==> config.mk <==
export PLATFORM = sky130hd
export DESIGN_NAME = fir_filter_stream
export DESIGN_NICKNAME = d
export VERILOG_FILES = /design/src/rtl/fir_pkg.sv /design/src/rtl/fir_tap_mac.sv /design/src/rtl/fir_filter_stream.sv
export SDC_FILE = /design/constraint.sdc
export NUM_CORES = 2
export LEC_CHECK = 0
export BUFFER_PORTS_ARGS = -buffer_cell sky130_fd_sc_hd__buf_4
export CORE_UTILIZATION = 49
export CTS_BUF_LIST = sky130_fd_sc_hd__clkbuf_4
export CTS_CLUSTER_SIZE = 24
export DETAILED_ROUTE_END_ITERATION = 6
export GPL_TIMING_DRIVEN = 0
export SLEW_MARGIN = 20
export SYNTH_ARGS = -nofsm -noshare
export SYNTH_HDL_FRONTEND = slang
export SYNTH_HIERARCHICAL = 1
export SYNTH_SLANG_ARGS = --single-unit
==> constraint.sdc <==
create_clock -name clk -period 30.7 [get_ports clk]
set_input_delay 6.14 -clock clk [delete_from_list [all_inputs] [get_ports clk]]
set_output_delay 6.14 -clock clk [all_outputs]
set_load 0.005 [all_outputs]
==> src/rtl/fir_pkg.sv <==
// Shared constants, legacy coefficients and arithmetic helper
// for the streaming FIR filter.
package fir_pkg;

    localparam logic FIR_DIRECT    = 1'b0;
    localparam logic FIR_TRANSPOSE = 1'b1;

    localparam int FIR_TAPS   = 6;
    localparam int FIR_DATA_W = 12;
    localparam int FIR_COEF_W = 14;
    localparam int FIR_ACC_W  = 26;

    localparam logic [13:0] LEGACY_COEF [6] = '{
        14'h3aa4, 14'h1433, 14'h0e37,
        14'h1a57, 14'h0917, 14'h2c1d
    };

    // Operands arrive sign-extended; callers truncate to their ACC_W.
    function automatic logic signed [63:0] mul_ext(
        input logic signed [63:0] c,
        input logic signed [63:0] x
    );
        return c * x;
    endfunction

endpackage

==> src/rtl/fir_tap_mac.sv <==
// One FIR tap: coef * sample plus incoming partial sum,
// wrapped to ACC_W bits.
module fir_tap_mac
    import fir_pkg::*;
#(
    parameter int DATA_W = FIR_DATA_W,
    parameter int COEF_W = FIR_COEF_W,
    parameter int ACC_W  = FIR_ACC_W
) (
    input  logic signed [COEF_W-1:0] coef_i,
    input  logic signed [DATA_W-1:0] x_i,
    input  logic        [ACC_W-1:0]  pin_i,
    output logic        [ACC_W-1:0]  sum_o
);

    assign sum_o = ACC_W'(mul_ext(64'(coef_i), 64'(x_i))) + pin_i;

endmodule

==> src/rtl/fir_filter_stream.sv <==
// Streaming FIR, direct or transposed form chosen at reset
// release / flush, with runtime coefficients and backpressure.
module fir_filter_stream
    import fir_pkg::*;
#(
    parameter int TAPS   = FIR_TAPS,
    parameter int DATA_W = FIR_DATA_W,
    parameter int COEF_W = FIR_COEF_W,
    parameter int ACC_W  = FIR_ACC_W
) (
    input  logic                    clk,
    input  logic                    reset,
    input  logic                    mode,
    input  logic                    flush,
    input  logic                    coef_we,
    input  logic [$clog2(TAPS)-1:0] coef_addr,
    input  logic [COEF_W-1:0]       coef_data,
    input  logic                    in_valid,
    output logic                    in_ready,
    input  logic [DATA_W-1:0]       in_data,
    output logic                    out_valid,
    input  logic                    out_ready,
    output logic [ACC_W-1:0]        out_data,
    output logic                    warm
);

    localparam int CNT_W = $clog2(TAPS + 1);
    localparam logic [CNT_W-1:0] FULL = CNT_W'(TAPS);

    logic [COEF_W-1:0] coef_q [TAPS];
    logic [DATA_W-1:0] hist_q [1:TAPS-1];
    logic [ACC_W-1:0]  z_q    [1:TAPS-1];
    logic [ACC_W-1:0]  sum_w  [TAPS];
    logic [ACC_W-1:0]  data_q;
    logic [CNT_W-1:0]  cnt_q;
    logic [CNT_W-1:0]  cnt_d;
    logic              valid_q;
    logic              warm_q;
    logic              mode_q;
    logic              init_q;
    logic              mode_act;
    logic              accept;

    // Before the first edge after reset the live input is the mode.
    assign mode_act  = init_q ? mode_q : mode;
    assign in_ready  = !flush && (!valid_q || out_ready);
    assign accept    = in_valid && in_ready;
    assign cnt_d     = (cnt_q == FULL) ? cnt_q : cnt_q + CNT_W'(1);
    assign out_valid = valid_q;
    assign out_data  = data_q;
    assign warm      = warm_q;

    for (genvar k = 0; k < TAPS; k++) begin : g_tap
        logic [DATA_W-1:0] x;
        logic [ACC_W-1:0]  pin;
        logic [ACC_W-1:0]  sum;

        if (k == 0) begin : g_x0
            assign x = in_data;
        end else begin : g_xk
            assign x = (mode_act == FIR_DIRECT) ? hist_q[k] : in_data;
        end

        // Direct: combinational adder chain; transposed: registered z.
        if (k == TAPS - 1) begin : g_end
            assign pin = '0;
        end else begin : g_chain
            assign pin = (mode_act == FIR_DIRECT) ? g_tap[k+1].sum
                                                  : z_q[k+1];
        end

        fir_tap_mac #(
            .DATA_W (DATA_W),
            .COEF_W (COEF_W),
            .ACC_W  (ACC_W)
        ) u_mac (
            .coef_i (coef_q[k]),
            .x_i    (x),
            .pin_i  (pin),
            .sum_o  (sum)
        );

        assign sum_w[k] = sum;
    end

    always_ff @(posedge clk or negedge reset) begin
        if (!reset) begin
            for (int k = 0; k < TAPS; k++) coef_q[k] <= '0;
            for (int k = 1; k < TAPS; k++) begin
                hist_q[k] <= '0;
                z_q[k]    <= '0;
            end
            data_q  <= '0;
            cnt_q   <= '0;
            valid_q <= 1'b0;
            warm_q  <= 1'b0;
            mode_q  <= FIR_DIRECT;
            init_q  <= 1'b0;
        end else begin
            init_q <= 1'b1;
            if (!init_q) mode_q <= mode;
            if (coef_we && (32'(coef_addr) < TAPS))
                coef_q[coef_addr] <= coef_data;
            if (flush) begin
                for (int k = 1; k < TAPS; k++) begin
                    hist_q[k] <= '0;
                    z_q[k]    <= '0;
                end
                cnt_q   <= '0;
                warm_q  <= 1'b0;
                valid_q <= 1'b0;
                mode_q  <= mode;
            end else if (accept) begin
                hist_q[1] <= in_data;
                for (int k = 2; k < TAPS; k++) hist_q[k] <= hist_q[k-1];
                for (int k = 1; k < TAPS; k++) z_q[k] <= sum_w[k];
                data_q  <= sum_w[0];
                valid_q <= 1'b1;
                cnt_q   <= cnt_d;
                warm_q  <= (cnt_d == FULL);
            end else if (out_ready) begin
                valid_q <= 1'b0;
            end
        end
    end

endmodule
==> impl_metrics.xml <==
<?xml version="1.0" encoding="UTF-8"?>
<metrics>
  <group name="global_routing">
    <metric name="number_of_antenna_violations_at_the_first_check_in_global_routing" unit="">14</metric>
    <metric name="track_usage" unit="%">29.2</metric>
    <metric name="global_route_wire_length_before_repair" unit="mm">264</metric>
    <metric name="grt_start_max_net_pins" unit="">92</metric>
    <metric name="first_global_vias" unit="">45900</metric>
    <metric name="global_route_congestion_overflow_total" unit="">0</metric>
  </group>
  <group name="drt">
    <metric name="drt-initial-drc-count" unit="">3362</metric>
    <metric name="vias_per_cell" unit="">5.38</metric>
    <metric name="drc_errors" unit="">0</metric>
    <metric name="routed-wl-met3" unit="mm">12.9</metric>
    <metric name="drt-total-wl" unit="mm">166</metric>
    <metric name="dr_wl_met2" unit="mm">76.1</metric>
    <metric name="drt-met1-wl" unit="mm">71.7</metric>
    <metric name="detail-route-antenna-nets" unit="">0</metric>
    <metric name="route.detailed.wl_per_inst" unit="um">20.4</metric>
    <metric name="tritonroute_pass_1_iters" unit="">6</metric>
    <metric name="highest_metal_layer_used_by_the_detailed_router" unit="">met5</metric>
    <metric name="routed-via-count" unit="">43700</metric>
  </group>
  <group name="run">
    <metric name="maxCapViolCount" unit="">0</metric>
  </group>
  <group name="min_path">
    <metric name="hold_path_depth" unit="">1</metric>
    <metric name="min_delay_worst_endpoint" unit="">out_data[8]$_DFFE_PN0P_</metric>
    <metric name="start_point_of_the_worst_hold_path" unit="">out_data[8]$_DFFE_PN0P_</metric>
    <metric name="timing.hold.worst.class" unit="">reg -&gt; reg</metric>
  </group>
  <group name="critical_path">
    <metric name="rrSetupSlack" unit="ns">4.93</metric>
    <metric name="worstSetupStartpointType" unit="">input pin</metric>
    <metric name="worst-path-max-fanout" unit="">7</metric>
    <metric name="timing.critical_path.to_type" unit="">flop</metric>
    <metric name="delay_of_the_slowest_cell_on_the_worst_path" unit="ns">0.60</metric>
    <metric name="critical_path.most_common_cell" unit="">sky130_fd_sc_hd__fa_1</metric>
    <metric name="startpoint_of_the_lowest_slack_register_to_register_path" unit="">init_q$_DFF_PN0_</metric>
    <metric name="crit-reg2reg-capture" unit="">out_data[24]$_DFFE_PN0P_</metric>
    <metric name="timing.critical_path.slowest_stage_cell" unit="">sky130_fd_sc_hd__fa_2</metric>
    <metric name="critPathArrivalTime" unit="ns">31.36</metric>
    <metric name="critical_path_required" unit="ns">31.45</metric>
    <metric name="rr_worst_depth" unit="">95</metric>
    <metric name="timing.setup.critical_path_class" unit="">in -&gt; reg</metric>
  </group>
  <group name="timing">
    <metric name="worst_pin_slew" unit="ns">1.21</metric>
    <metric name="clock-skew-final" unit="ns">0.0722</metric>
    <metric name="final_hold_viol_count" unit="">0</metric>
    <metric name="post-route-worst-setup-slack" unit="ns">0.0887</metric>
    <metric name="timing.final.setup_violations" unit="">0</metric>
    <metric name="fin_tns_setup" unit="ns">0</metric>
    <metric name="fin_crit_sh" unit="%">99.7</metric>
    <metric name="final_max_slew_viol_count" unit="">0</metric>
    <metric name="hold_ws" unit="ns">0.505</metric>
    <metric name="max_freq" unit="MHz">32.7</metric>
    <metric name="period_minus_slack" unit="ns">30.61</metric>
    <metric name="timing.max_slew.rel_slack" unit="%">18.8</metric>
    <metric name="setup_repair_after_global_routing_missed_its_margin" unit="">yes</metric>
  </group>
  <group name="clock_tree">
    <metric name="clkSlewWorstSetupHoldPaths" unit="ns">0.06</metric>
    <metric name="cts_inserted_buffers" unit="">92</metric>
    <metric name="cts_max_path_buffers" unit="">3</metric>
    <metric name="clock_insertion_delay_worst_skew" unit="ns">0.91</metric>
    <metric name="clock_tree.htree_level_count" unit="">3</metric>
    <metric name="clock_tree_from_tritoncts" unit="">done</metric>
    <metric name="clockRootBuffer" unit="">sky130_fd_sc_hd__clkbuf_4</metric>
    <metric name="clock_net_sink_count" unit="">307</metric>
  </group>
  <group name="finish">
    <metric name="syn2layout_area_growth" unit="%">11.6</metric>
    <metric name="num-nets-final" unit="">8073</metric>
    <metric name="drive_above_1_share" unit="%">12.3</metric>
    <metric name="fin_util" unit="%">55.1</metric>
    <metric name="num-fill-cells" unit="">10700</metric>
  </group>
  <group name="floorplanning">
    <metric name="die_y" unit="um">344</metric>
    <metric name="floorplan.die_area" unit="um2">118000</metric>
    <metric name="floorplan.initialDensity" unit="%">49.4</metric>
    <metric name="design.portCount" unit="">65</metric>
    <metric name="std_cell_rows" unit="">125</metric>
    <metric name="chipWidth" unit="um">344</metric>
    <metric name="core_region_area" unit="um2">116000</metric>
  </group>
  <group name="placed_design">
    <metric name="placer_congestion_estimate" unit="">0.939</metric>
    <metric name="placement.io_buffers" unit="">64</metric>
    <metric name="pre_cts_slack" unit="ns">-4.13</metric>
    <metric name="detailed_place_hpwl" unit="mm">135</metric>
  </group>
  <group name="synth">
    <metric name="synth_sequential_area_ratio" unit="%">13.4</metric>
    <metric name="synth_edf_count" unit="">0</metric>
    <metric name="synth_seq_cells" unit="">307</metric>
    <metric name="synth_area" unit="um2">57300</metric>
    <metric name="synthArstFlopShare" unit="%">100</metric>
    <metric name="most_frequent_cell_after_synthesis" unit="">sky130_fd_sc_hd__inv_1</metric>
    <metric name="yosys-top-cells-count" unit="">sky130_fd_sc_hd__inv_1, sky130_fd_sc_hd__fa_1, sky130_fd_sc_hd__nand2_1, sky130_fd_sc_hd__and2_1, sky130_fd_sc_hd__o21ai_0</metric>
    <metric name="synth_top_area_share" unit="%">38.2</metric>
    <metric name="synth-warning-count" unit="">6</metric>
    <metric name="synth.lib_cells_used.distinct" unit="">86</metric>
    <metric name="most_common_flop_cell_mapped_by_yosys" unit="">sky130_fd_sc_hd__dfrtp_1</metric>
    <metric name="netlist_instances" unit="">6268</metric>
    <metric name="yosys.area.top_type" unit="">sky130_fd_sc_hd__fa_1</metric>
    <metric name="area_contributors_post_synth" unit="">sky130_fd_sc_hd__fa_1, sky130_fd_sc_hd__dfrtp_1, sky130_fd_sc_hd__inv_1</metric>
    <metric name="synthesis.area_per_instance" unit="um2">9.14</metric>
  </group>
  <group name="status">
    <metric name="outcome" unit="">finished, final reports clean</metric>
  </group>
</metrics>
## area by class of cell
cell class                      count  area, um2  area share (%)
Multi-Input combinational cell   4180      45000            70.5
Sequential cell                   307       7680            12.0
Inverter                         1505       5660            8.86
Tap cell                         1524       1910            2.98
Buffer                            295       1290            2.02
Timing Repair Buffer              142       1160            1.81
Clock buffer                      134       1010            1.57
Clock inverter                     29        139           0.217
Antenna cell                        9       22.5          0.0352
## state kept, by name, summed over array words and instances (netlist names)
| signal | flops |
|---|---|
| z_q | 130 |
| coef_q | 84 |
| hist_q | 60 |
| out_data | 26 |
| cnt_q | 3 |
| init_q | 1 |
| mode_q | 1 |
| out_valid | 1 |
| warm | 1 |
## metal layers
layer / track usage [%] / up-vias
met5: 0 / -
li1: - / 19600
met2: 45.5 / 1439
met1: 41.8 / 22400
met4: 8.46 / 8
met3: 5.02 / 238
## worst max-delay path: cells and delay by family
kind                     cells  cell delay [ns]
adder cells (fa/ha/maj)     37            15.91
AO/OA/AOI/OAI               16             2.99
AND/OR/NAND/NOR             13             2.98
buffers and inverters       23             1.76
XOR/XNOR                     5             0.97
multiplexers                 2             0.57
## cells in the final DEF, fill, tap and decap left out, types with 12 or more instances in the layout
cell type | synthesis | routed
sky130_fd_sc_hd__a21o_1 | 24 | 24
sky130_fd_sc_hd__a21oi_1 | 76 | 50
sky130_fd_sc_hd__a21oi_2 | 1 | 18
sky130_fd_sc_hd__and2_1 | 481 | 478
sky130_fd_sc_hd__and3_1 | 23 | 16
sky130_fd_sc_hd__buf_1 | 13 | 12
sky130_fd_sc_hd__buf_2 | 17 | 16
sky130_fd_sc_hd__buf_4 | 2 | 139
sky130_fd_sc_hd__clkbuf_1 | 265 | 246
sky130_fd_sc_hd__clkbuf_4 | 0 | 136
sky130_fd_sc_hd__clkinv_1 | 1 | 17
sky130_fd_sc_hd__conb_1 | 2 | 27
sky130_fd_sc_hd__dfrtp_1 | 307 | 307
sky130_fd_sc_hd__fa_1 | 1092 | 1075
sky130_fd_sc_hd__fa_2 | 0 | 17
sky130_fd_sc_hd__ha_1 | 422 | 342
sky130_fd_sc_hd__ha_4 | 0 | 72
sky130_fd_sc_hd__inv_1 | 1503 | 1444
sky130_fd_sc_hd__inv_2 | 1 | 59
sky130_fd_sc_hd__mux2_2 | 113 | 112
sky130_fd_sc_hd__nand2_1 | 660 | 632
sky130_fd_sc_hd__nand2_4 | 0 | 17
sky130_fd_sc_hd__nand2b_1 | 32 | 32
sky130_fd_sc_hd__nand3_1 | 25 | 24
sky130_fd_sc_hd__nor2_1 | 136 | 127
sky130_fd_sc_hd__nor3_1 | 32 | 29
sky130_fd_sc_hd__o211ai_1 | 206 | 206
sky130_fd_sc_hd__o21a_1 | 35 | 35
sky130_fd_sc_hd__o21ai_0 | 436 | 348
sky130_fd_sc_hd__o21ai_1 | 3 | 42
sky130_fd_sc_hd__o21ai_2 | 2 | 47
sky130_fd_sc_hd__xnor2_1 | 128 | 120
sky130_fd_sc_hd__xor2_1 | 37 | 32
## timing repair
item | 4_1_cts | 5_1_grt
endpoints found under the setup margin | 11 | 10
gates cloned | 3 | 0
hold buffers | 0 | 0
gates resized for setup | 375 | 175
pin swaps | 126 | 111
buffers inserted | 39 | 32
## kinds of logic after synthesis
family	after synthesis	share of synthesized area, %
mux	119	2.33
simple gates	1449	12.4
other cells	2	0.0131
fa+ha+maj	1514	47.4
compound gates	906	10.0
buf+inv	1806	11.9
flops	307	13.4
xor+xnor	165	2.52
## per-stage QoR
stage,instances,instance area (um2)
2_1_floorplan,6293,57400
3_3_place_gp,7881,59800
3_5_place_dp,7885,59900
4_1_cts,8086,62900
5_1_grt,8118,63900
6_report,8125,63900
## worst max path at each step
stage	startpoint	endpoint	slack [ns]	depth (start not counted)
4_1_cts	mode	out_data[24]$_DFFE_PN0P_	0.0005	96
3_3_place_gp	mode	out_data[25]$_DFFE_PN0P_	-3.98	96
3_5_place_dp	mode	out_data[25]$_DFFE_PN0P_	-4.13	95
5_1_grt	mode	out_data[25]$_DFFE_PN0P_	-0.73	91
6_report	mode	out_data[24]$_DFFE_PN0P_	0.09	96
2_1_floorplan	mode	out_data[24]$_DFFE_PN0P_	0.05	100
Power is not shown: default switching activity piles up to over one toggle a cycle in this logic, so the estimate is an artifact.
